<file path="config.mk">
export PLATFORM = sky130hd
export DESIGN_NAME = snake_body_flat
export DESIGN_NICKNAME = d
export VERILOG_FILES = /design/src/rtl/snake_body_if.sv /design/src/rtl/snake_body.sv /design/src/flat_wrapper.sv
export SDC_FILE = /design/constraint.sdc
export NUM_CORES = 2
export LEC_CHECK = 0
export CAP_MARGIN = 20
export CORE_ASPECT_RATIO = 1.1
export CORE_MARGIN = 2
export CORE_UTILIZATION = 23
export DETAILED_ROUTE_END_ITERATION = 8
export PLACE_DENSITY_LB_ADDON = 0.1
export SKIP_LAST_GASP = 1
export SLEW_MARGIN = 40
export SYNTH_ARGS = -nofsm -noshare
export SYNTH_HDL_FRONTEND = slang
export SYNTH_SLANG_ARGS = --single-unit
export TNS_END_PERCENT = 50
</file>
<file path="constraint.sdc">
create_clock -name clk -period 147.5 [get_ports clk]
set_input_delay 22.125 -clock clk [delete_from_list [all_inputs] [get_ports clk]]
set_output_delay 22.125 -clock clk [all_outputs]
set_load 0.01 [all_outputs]
</file>
<file path="src/rtl/snake_body_if.sv">
// Move request / segment stream bundle between the game controller and snake_body.
interface snake_body_if;
  logic       tick;
  logic [1:0] dir;
  logic       is_eat;
  logic [4:0] x_snake_cur;
  logic [4:0] y_snake_cur;
  logic [9:0] length;
  logic       vld;
  logic       vld_start;
  logic       vld_t;
  logic       pixel_done;
  logic       is_end;
  logic       dead;

  modport master (
    output tick, dir, is_eat,
    input  x_snake_cur, y_snake_cur, length, vld, vld_start, vld_t,
           pixel_done, is_end, dead
  );

  modport slave (
    input  tick, dir, is_eat,
    output x_snake_cur, y_snake_cur, length, vld, vld_start, vld_t,
           pixel_done, is_end, dead
  );
endinterface

</file>
<file path="src/rtl/snake_body.sv">
// Snake segment store: moves/grows on tick, streams segments head-first, detects death.
// Define SNAKE_WRAP_EN to wrap at the grid edges instead of dying there.
module snake_body #(
  parameter logic [4:0] H_LOGIC_MAX = 5'd31,
  parameter logic [4:0] V_LOGIC_MAX = 5'd23,
  parameter int         MAX_LEN     = 201
) (
  input logic         clk,
  input logic         rst,
  snake_body_if.slave bus
);
  typedef enum logic [1:0] {IDLE, MOVE, STREAM, DEAD} state_t;

  localparam logic [1:0] RIGHT   = 2'd0;
  localparam logic [1:0] LEFT    = 2'd1;
  localparam logic [1:0] UP      = 2'd2;
  localparam logic [1:0] DOWN    = 2'd3;
  localparam int         AW      = $clog2(MAX_LEN);
  localparam logic [9:0] LEN_MAX = 10'(MAX_LEN);

  state_t          state_reg;
  logic [1:0]      heading_reg;
  logic [9:0]      length_reg;
  logic [AW-1:0]   idx_reg;
  logic            grow_reg;
  logic            collision_reg;
  logic            dead_reg;
  logic            vld_reg;
  logic            vld_start_reg;
  logic            vld_t_reg;
  logic            pixel_done_reg;
  logic            is_end_reg;
  logic [4:0]      x_cur_reg;
  logic [4:0]      y_cur_reg;
  logic [4:0]      seg_x [MAX_LEN];
  logic [4:0]      seg_y [MAX_LEN];

  logic [1:0]      heading_next;
  logic [4:0]      head_x_next;
  logic [4:0]      head_y_next;
  logic [9:0]      length_next;
  logic [AW-1:0]   idx_plus;
  logic            off_grid;
  logic            step_dead;
  logic            shift_en;
  logic            hit;

  always_comb begin
    // Opposite headings (R/L, U/D) differ only in bit 0.
    heading_next = ((bus.dir ^ heading_reg) == 2'b01) ? heading_reg : bus.dir;
    head_x_next  = seg_x[0];
    head_y_next  = seg_y[0];
    off_grid     = 1'b0;
    case (heading_next)
      RIGHT: begin
        off_grid    = (seg_x[0] == H_LOGIC_MAX);
        head_x_next = off_grid ? 5'd0 : seg_x[0] + 5'd1;
      end
      LEFT: begin
        off_grid    = (seg_x[0] == 5'd0);
        head_x_next = off_grid ? H_LOGIC_MAX : seg_x[0] - 5'd1;
      end
      UP: begin
        off_grid    = (seg_y[0] == 5'd0);
        head_y_next = off_grid ? V_LOGIC_MAX : seg_y[0] - 5'd1;
      end
      default: begin
        off_grid    = (seg_y[0] == V_LOGIC_MAX);
        head_y_next = off_grid ? 5'd0 : seg_y[0] + 5'd1;
      end
    endcase
  end

`ifdef SNAKE_WRAP_EN
  assign step_dead = 1'b0;
`else
  assign step_dead = off_grid;
`endif

  assign shift_en    = (state_reg == MOVE) && !step_dead;
  assign length_next = (grow_reg && length_reg < LEN_MAX) ? length_reg + 10'd1 : length_reg;
  assign idx_plus    = idx_reg + AW'(1);
  // The body segment on the outputs this cycle is compared against the head.
  assign hit         = vld_t_reg && (x_cur_reg == seg_x[0]) && (y_cur_reg == seg_y[0]);

  // Shifting every slot also parks the old tail at index length, which is what growth needs.
  always_ff @(posedge clk) begin
    if (rst) begin
      seg_x[0] <= '0;
      seg_y[0] <= '0;
    end else if (shift_en) begin
      seg_x[0] <= head_x_next;
      seg_y[0] <= head_y_next;
      for (int k = 1; k < MAX_LEN; k++) begin
        seg_x[k] <= seg_x[k-1];
        seg_y[k] <= seg_y[k-1];
      end
    end
  end

  always_ff @(posedge clk) begin
    if (rst) begin
      state_reg      <= IDLE;
      heading_reg    <= RIGHT;
      length_reg     <= 10'd1;
      idx_reg        <= '0;
      grow_reg       <= 1'b0;
      collision_reg  <= 1'b0;
      dead_reg       <= 1'b0;
      vld_reg        <= 1'b0;
      vld_start_reg  <= 1'b0;
      vld_t_reg      <= 1'b0;
      pixel_done_reg <= 1'b0;
      is_end_reg     <= 1'b0;
      x_cur_reg      <= '0;
      y_cur_reg      <= '0;
    end else begin
      vld_reg        <= 1'b0;
      vld_start_reg  <= 1'b0;
      vld_t_reg      <= 1'b0;
      pixel_done_reg <= 1'b0;
      is_end_reg     <= 1'b0;
      if (bus.is_eat && state_reg != DEAD)
        grow_reg <= 1'b1;
      case (state_reg)
        IDLE: begin
          if (bus.tick) begin
            state_reg <= MOVE;
            vld_reg   <= 1'b1;
          end
        end
        MOVE: begin
          heading_reg <= heading_next;
          // An eat arriving now belongs to the next move.
          grow_reg    <= bus.is_eat;
          if (step_dead) begin
            state_reg <= DEAD;
            dead_reg  <= 1'b1;
          end else begin
            state_reg      <= STREAM;
            length_reg     <= length_next;
            idx_reg        <= '0;
            x_cur_reg      <= head_x_next;
            y_cur_reg      <= head_y_next;
            pixel_done_reg <= 1'b1;
            vld_start_reg  <= 1'b1;
            is_end_reg     <= (length_next == 10'd1);
          end
        end
        STREAM: begin
          if (hit)
            collision_reg <= 1'b1;
          if (is_end_reg) begin
            collision_reg <= 1'b0;
            x_cur_reg     <= seg_x[0];
            y_cur_reg     <= seg_y[0];
            if (collision_reg || hit) begin
              state_reg <= DEAD;
              dead_reg  <= 1'b1;
            end else begin
              state_reg <= IDLE;
            end
          end else begin
            idx_reg        <= idx_plus;
            x_cur_reg      <= seg_x[idx_plus];
            y_cur_reg      <= seg_y[idx_plus];
            pixel_done_reg <= 1'b1;
            vld_t_reg      <= 1'b1;
            is_end_reg     <= (10'(idx_reg) + 10'd2 == length_reg);
          end
        end
        default: begin
        end
      endcase
    end
  end

  assign bus.x_snake_cur = x_cur_reg;
  assign bus.y_snake_cur = y_cur_reg;
  assign bus.length      = length_reg;
  assign bus.vld         = vld_reg;
  assign bus.vld_start   = vld_start_reg;
  assign bus.vld_t       = vld_t_reg;
  assign bus.pixel_done  = pixel_done_reg;
  assign bus.is_end      = is_end_reg;
  assign bus.dead        = dead_reg;
endmodule

</file>
<file path="src/flat_wrapper.sv">
// flat-port wrapper written by rule: the top's interface ports become plain ports
module snake_body_flat 
#(
  parameter logic [4:0] H_LOGIC_MAX = 5'd31,
  parameter logic [4:0] V_LOGIC_MAX = 5'd23,
  parameter int         MAX_LEN     = 201
)
  (clk, rst, bus_tick, bus_dir, bus_is_eat, bus_x_snake_cur, bus_y_snake_cur, bus_length, bus_vld, bus_vld_start, bus_vld_t, bus_pixel_done, bus_is_end, bus_dead);
  snake_body_if bus_i ();
  input logic clk;
  input logic rst;
  input wire logic [$bits(bus_i.tick)-1:0] bus_tick;
  input wire logic [$bits(bus_i.dir)-1:0] bus_dir;
  input wire logic [$bits(bus_i.is_eat)-1:0] bus_is_eat;
  output wire logic [$bits(bus_i.x_snake_cur)-1:0] bus_x_snake_cur;
  output wire logic [$bits(bus_i.y_snake_cur)-1:0] bus_y_snake_cur;
  output wire logic [$bits(bus_i.length)-1:0] bus_length;
  output wire logic [$bits(bus_i.vld)-1:0] bus_vld;
  output wire logic [$bits(bus_i.vld_start)-1:0] bus_vld_start;
  output wire logic [$bits(bus_i.vld_t)-1:0] bus_vld_t;
  output wire logic [$bits(bus_i.pixel_done)-1:0] bus_pixel_done;
  output wire logic [$bits(bus_i.is_end)-1:0] bus_is_end;
  output wire logic [$bits(bus_i.dead)-1:0] bus_dead;
  assign bus_i.tick = bus_tick;
  assign bus_i.dir = bus_dir;
  assign bus_i.is_eat = bus_is_eat;
  assign bus_x_snake_cur = bus_i.x_snake_cur;
  assign bus_y_snake_cur = bus_i.y_snake_cur;
  assign bus_length = bus_i.length;
  assign bus_vld = bus_i.vld;
  assign bus_vld_start = bus_i.vld_start;
  assign bus_vld_t = bus_i.vld_t;
  assign bus_pixel_done = bus_i.pixel_done;
  assign bus_is_end = bus_i.is_end;
  assign bus_dead = bus_i.dead;
  snake_body #(.H_LOGIC_MAX(H_LOGIC_MAX), .V_LOGIC_MAX(V_LOGIC_MAX), .MAX_LEN(MAX_LEN)) u_core (.clk(clk), .rst(rst), .bus(bus_i));
endmodule
</file>
After elaboration in Yosys (flattened, before gate mapping)
Memory sizes are Yosys's and may differ from the RTL's.
Index checks and enable logic that the tools add are counted.
- flip-flop bits (word level): 40
- latch bits: 0
- memory bits (writable): 2010
- bits in read-only memories: 0
- word-level logic and storage cells: 119
- memories kept: 2
- add/sub/neg operators: 7
- multiply operators: 0
- divide/modulo/power cells: 0
- $lt $le $gt $ge: 1
- eq/ne operators: 18
- shift-type cells: 0
- muxes and demuxes: 45
- bitwise operators: 7
- reduce and logical (&&, ||, !) cells: 25
- memories (name ; words ; bits a word ; rd ports ; clocked after memory_dff ; wr ports ; RTL line ; source):
    u_core.seg_x ; 201 ; 5 ; 201 ; 0 ; 201 ; snake_body.sv:35 ; logic [4:0] seg_x [MAX_LEN];
    u_core.seg_y ; 201 ; 5 ; 201 ; 0 ; 201 ; snake_body.sv:36 ; logic [4:0] seg_y [MAX_LEN];
- operators with widths (operator ; number):
    two-way mux 5 bit ; 10
    case mux 5 bit (2 select lines) ; 4
    two-way mux 1 bit ; 18
    two-way mux 8 bit ; 2
    case mux 8 bit (2 select lines) ; 1
    adder 10 x 1 -> 10 bit (second input constant) ; 1
    adder 5 x 1 -> 5 bit (second input constant) ; 2
    equality test 10 x 1 -> 1 bit (second input constant) ; 1
    equality test 10 bit ; 1
    equality test 5 bit ; 2
    equality test 5 bit (second input constant) ; 2
    zero test 5 bit ; 2
    less-than comparator 10 x 8 -> 1 bit (second input constant) ; 1
    two-way mux 10 bit ; 1
    subtractor 5 x 1 -> 5 bit (second input constant) ; 2
    adder 8 x 2 -> 9 bit (second input constant) ; 1
    adder 8 x 1 -> 8 bit (second input constant) ; 1
    two-way mux 2 bit ; 4
    != test 2 bit (second input constant) ; 4
    OR reduction 2 bit ; 4
    equality test 2 x 1 -> 1 bit (second input constant) ; 3
    != test 2 x 1 -> 1 bit (second input constant) ; 3
    case mux 1 bit (2 select lines) ; 3
    case mux 2 bit (3 select lines) ; 1
    14 further kinds ; 29

Logic depth before layout (Yosys ltp)
- depth in word-level cells: 11
- mapped depth: 14
- mapped depth without buffers: 10

Worst setup path before layout
OpenSTA, ideal clock, no wires.
- kind: input-to-reg
- start: input bus_dir[1]
- end: memory u_core.seg_y[0][3] (data pin)
- setup time: 371 ps
- arrival time: 64241 ps
- required time: 147129 ps
- slack: 82887 ps
- stages on the path: 8
- cells stage by stage: buf_4 -> xor2_2 -> mux2i_1 -> o21ai_1 -> o2bb2ai_2 -> nand3_1 -> inv_1 -> and2_1
- RTL lines (what ; RTL line ; source):
    start: declaration ; flat_wrapper.sv:13 ; input wire logic [$bits(bus_i.dir)-1:0] bus_dir;
    end: declaration ; snake_body.sv:36 ;

==> impl_metrics.py <==
metrics = {
    "status": {
        "status": "finished clean",
    },
    "routing": {
        "wl_per_cell_um": 22.8,
        "drt-total-wl_um": 199000,
        "vias": 37707,
        "via_per_inst": 4.32,
        "first_iter_violations": 3053,
        "first_pass_iters": 7,
        "drcViolationCount": 0,
        "ant_nets": 0,
    },
    "synth": {
        "synth_area_per_cell_um2": 21.1,
        "synth_edf_count": 2010,
        "synthArstFlopShare_pct": 0,
        "netlist_area_mm2": 0.0803,
        "yosysWarnings": 0,
        "synth_seq_cells": 2050,
        "synthFlopType": "edfxtp_1",
        "ys_types": 86,
        "synth.net_count": 3823,
        "yosysSeqAreaShare_pct": 76.2,
        "synthCells": 3804,
    },
    "layout": {
        "mostFrequentLayoutCell": "edfxtp_1",
        "layout_common_cells": "edfxtp_1, mux4_2, nand2_1, clkbuf_16, mux2i_1",
        "fin_util_pct": 26.9,
        "final_nets": 3972,
        "stdcell_count": 8731,
        "areaGrowthSynthToFinish_pct": 16.3,
        "fin_area_mm2": 0.0934,
        "post_route_cells_drive_above_1_share_pct": 23.3,
    },
    "worst_setup_path": {
        "startpoint_type": "primary input",
        "arrival_ns": 28.35,
        "critPathKind": "primary input to flop",
        "crit_required_ns": 148.03,
        "crit_path_end_kind": "flop",
        "path_max_fanout": 122,
    },
    "clocking": {
        "clockBufferDepth": 4,
        "clock_latency_ns": 0.91,
        "tritoncts": "built",
        "htreeDepth": 4,
        "cts-root-buf": "clkbuf_16",
        "ctsHoldBuffers": 0,
        "clkTransAtPathRegs_ns": 0.06,
        "cts_resized": 0,
        "post_cts_buffers": 0,
        "cts_buffers": 240,
        "cts.sinks": 2050,
    },
    "global_routing": {
        "grt_usage_pct": 11.0,
        "grt_overflow": 0,
        "grt_max_degree": 166,
        "grt_pass1_wl_um": 293000,
        "antenna_found_initial": 10,
        "first_global_vias": 40274,
    },
    "min_path": {
        "hp-class": "flop to flop",
    },
    "timing": {
        "min_period_ns": 27.82,
        "whs_ns": 0.393,
        "hold_violations": 0,
        "maxSlewViolCount": 0,
        "clock_skew_ns": 0.0806,
        "setup_slack_ns": 119.68,
        "tightest_slew_ns": 0.966,
        "slew_headroom_pct": 35.6,
        "rsz0062_at_grt": "false",
        "period_share_pct": 18.9,
        "max_freq_ghz": 0.0359,
        "fin_setup_tns_ns": 0,
        "report.final.setup_viol": 0,
    },
    "place": {
        "place_inst": 8288,
        "globalplace.congestion": 0.713,
        "place_area_mm2": 0.0860,
        "port_buffers": 31,
        "pre_cts_ws_ns": 118.30,
        "dpl.hpwl_um": 110000,
    },
    "power": {
        "vdd_drop_max_uv": 9.99,
        "p_leak_nw": 22.2,
        "power_density_mw_per_mm2": 14.9,
        "p_total_mw": 1.39,
    },
    "floorplan": {
        "core-area_mm2": 0.348,
        "io_pins": 32,
        "start_util_pct": 23.1,
        "die_x_um": 567,
        "row_count": 227,
        "fp.dieH_um": 624,
        "die_area_mm2": 0.354,
    },
    "flow_run": {
        "drv_cap": 0,
    },
}
-- cells by family (layout without fill, tap and decap cells) --
family,after synthesis,count (layout),synth area share (%)
AOI/OAI and AO/OA,236,236,2.24
other,0,3,0
and+or+nand+nor,595,595,3.29
DFF,2050,2050,76.2
xor gates and xnor gates,39,39,0.463
adders and majority gates,13,13,0.203
muxes,623,623,15.6
buffers and inverters,248,592,2.04
-- synthesized netlist by cell type, drive strengths merged, types with 4 or more instances --
cell     number  area (um2)
nor2         71         267
or3           4        35.0
a311oi       10        87.6
a22oi        14         105
a32oi        17         149
o22ai         4        31.3
xnor2        29         262
and3         13        81.3
nand3       107         536
o21ai        30         150
edfxtp     2010       60400
nor3         20         100
o32ai         4        72.6
o2111ai       6        52.6
a32o          7        70.1
a31oi        24         150
o211ai        4        30.0
dfxtp        40         801
a211oi        9        67.6
a221oi       10        93.8
nand2       318        1210
nand4        35         225
nor4          5        31.3
mux4        503       11300
inv          24        90.1
nand2b        4        25.0
xor2         10         110
buf         186        1400
clkbuf       37         139
o221ai        4        35.0
and2          4        25.0
ha           13         163
mux2i       119        1190
a21oi        42         210
a222oi       14         140
-- worst max-delay path, cell delays in order --
cell	delay (ns)
clkdlybuf4s50_1	0.97
xor2_2	0.22
mux2i_1	0.21
buf_4	0.24
o21ai_1	0.13
o2bb2ai_2	0.36
nand3_2	0.43
inv_12	0.60
buf_6	0.61
buf_4	0.75
buf_12	0.39
buf_16	0.44
buf_4	0.43
buf_12	0.29
-- final cells by class --
| cell class | instances | area [um2] |
|---|---|---|
| Timing Repair Buffer | 130 | 1410 |
| Sequential cell | 2050 | 61200 |
| Tap cell | 4580 | 5730 |
| Clock inverter | 134 | 985 |
| Inverter | 25 | 106 |
| Clock buffer | 303 | 6310 |
| Fill cell | 34574 | 254000 |
| Multi-Input combinational cell | 1506 | 17700 |
| Antenna cell | 3 | 7.51 |
-- per-layer routing --
metal  share of wire [%]  track usage (%)  vias to the layer above
met5                   0                0                        -
met4                 2.4             2.89                        0
met3                 4.1             1.84                      288
met2                  47             17.8                      718
met1                  46             15.3                    20535
li1                    -                -                    16166
-- power by group --
part,internal (mW),leakage (nW),switching (mW)
sequential,0.689,13.7,0.0140
combinational,0.0367,4.93,0.0884
clock,0.323,3.59,0.242
total,1.05,22.2,0.345
-- worst paths after layout --
path | start | to | slack (ns) | depth (start not counted)
min | u_core.seg_y[178][4] | u_core.seg_y[179][4] | 0.39 | 0
max reg2reg | u_core.seg_x[0][1] | u_core.seg_x[181][4] | 141.23 | 13
max | bus_dir[1] | u_core.seg_x[181][4] | 119.68 | 14
min reg2reg | u_core.seg_y[178][4] | u_core.seg_y[179][4] | 0.39 | 0
(Power assumes the default switching activity.)
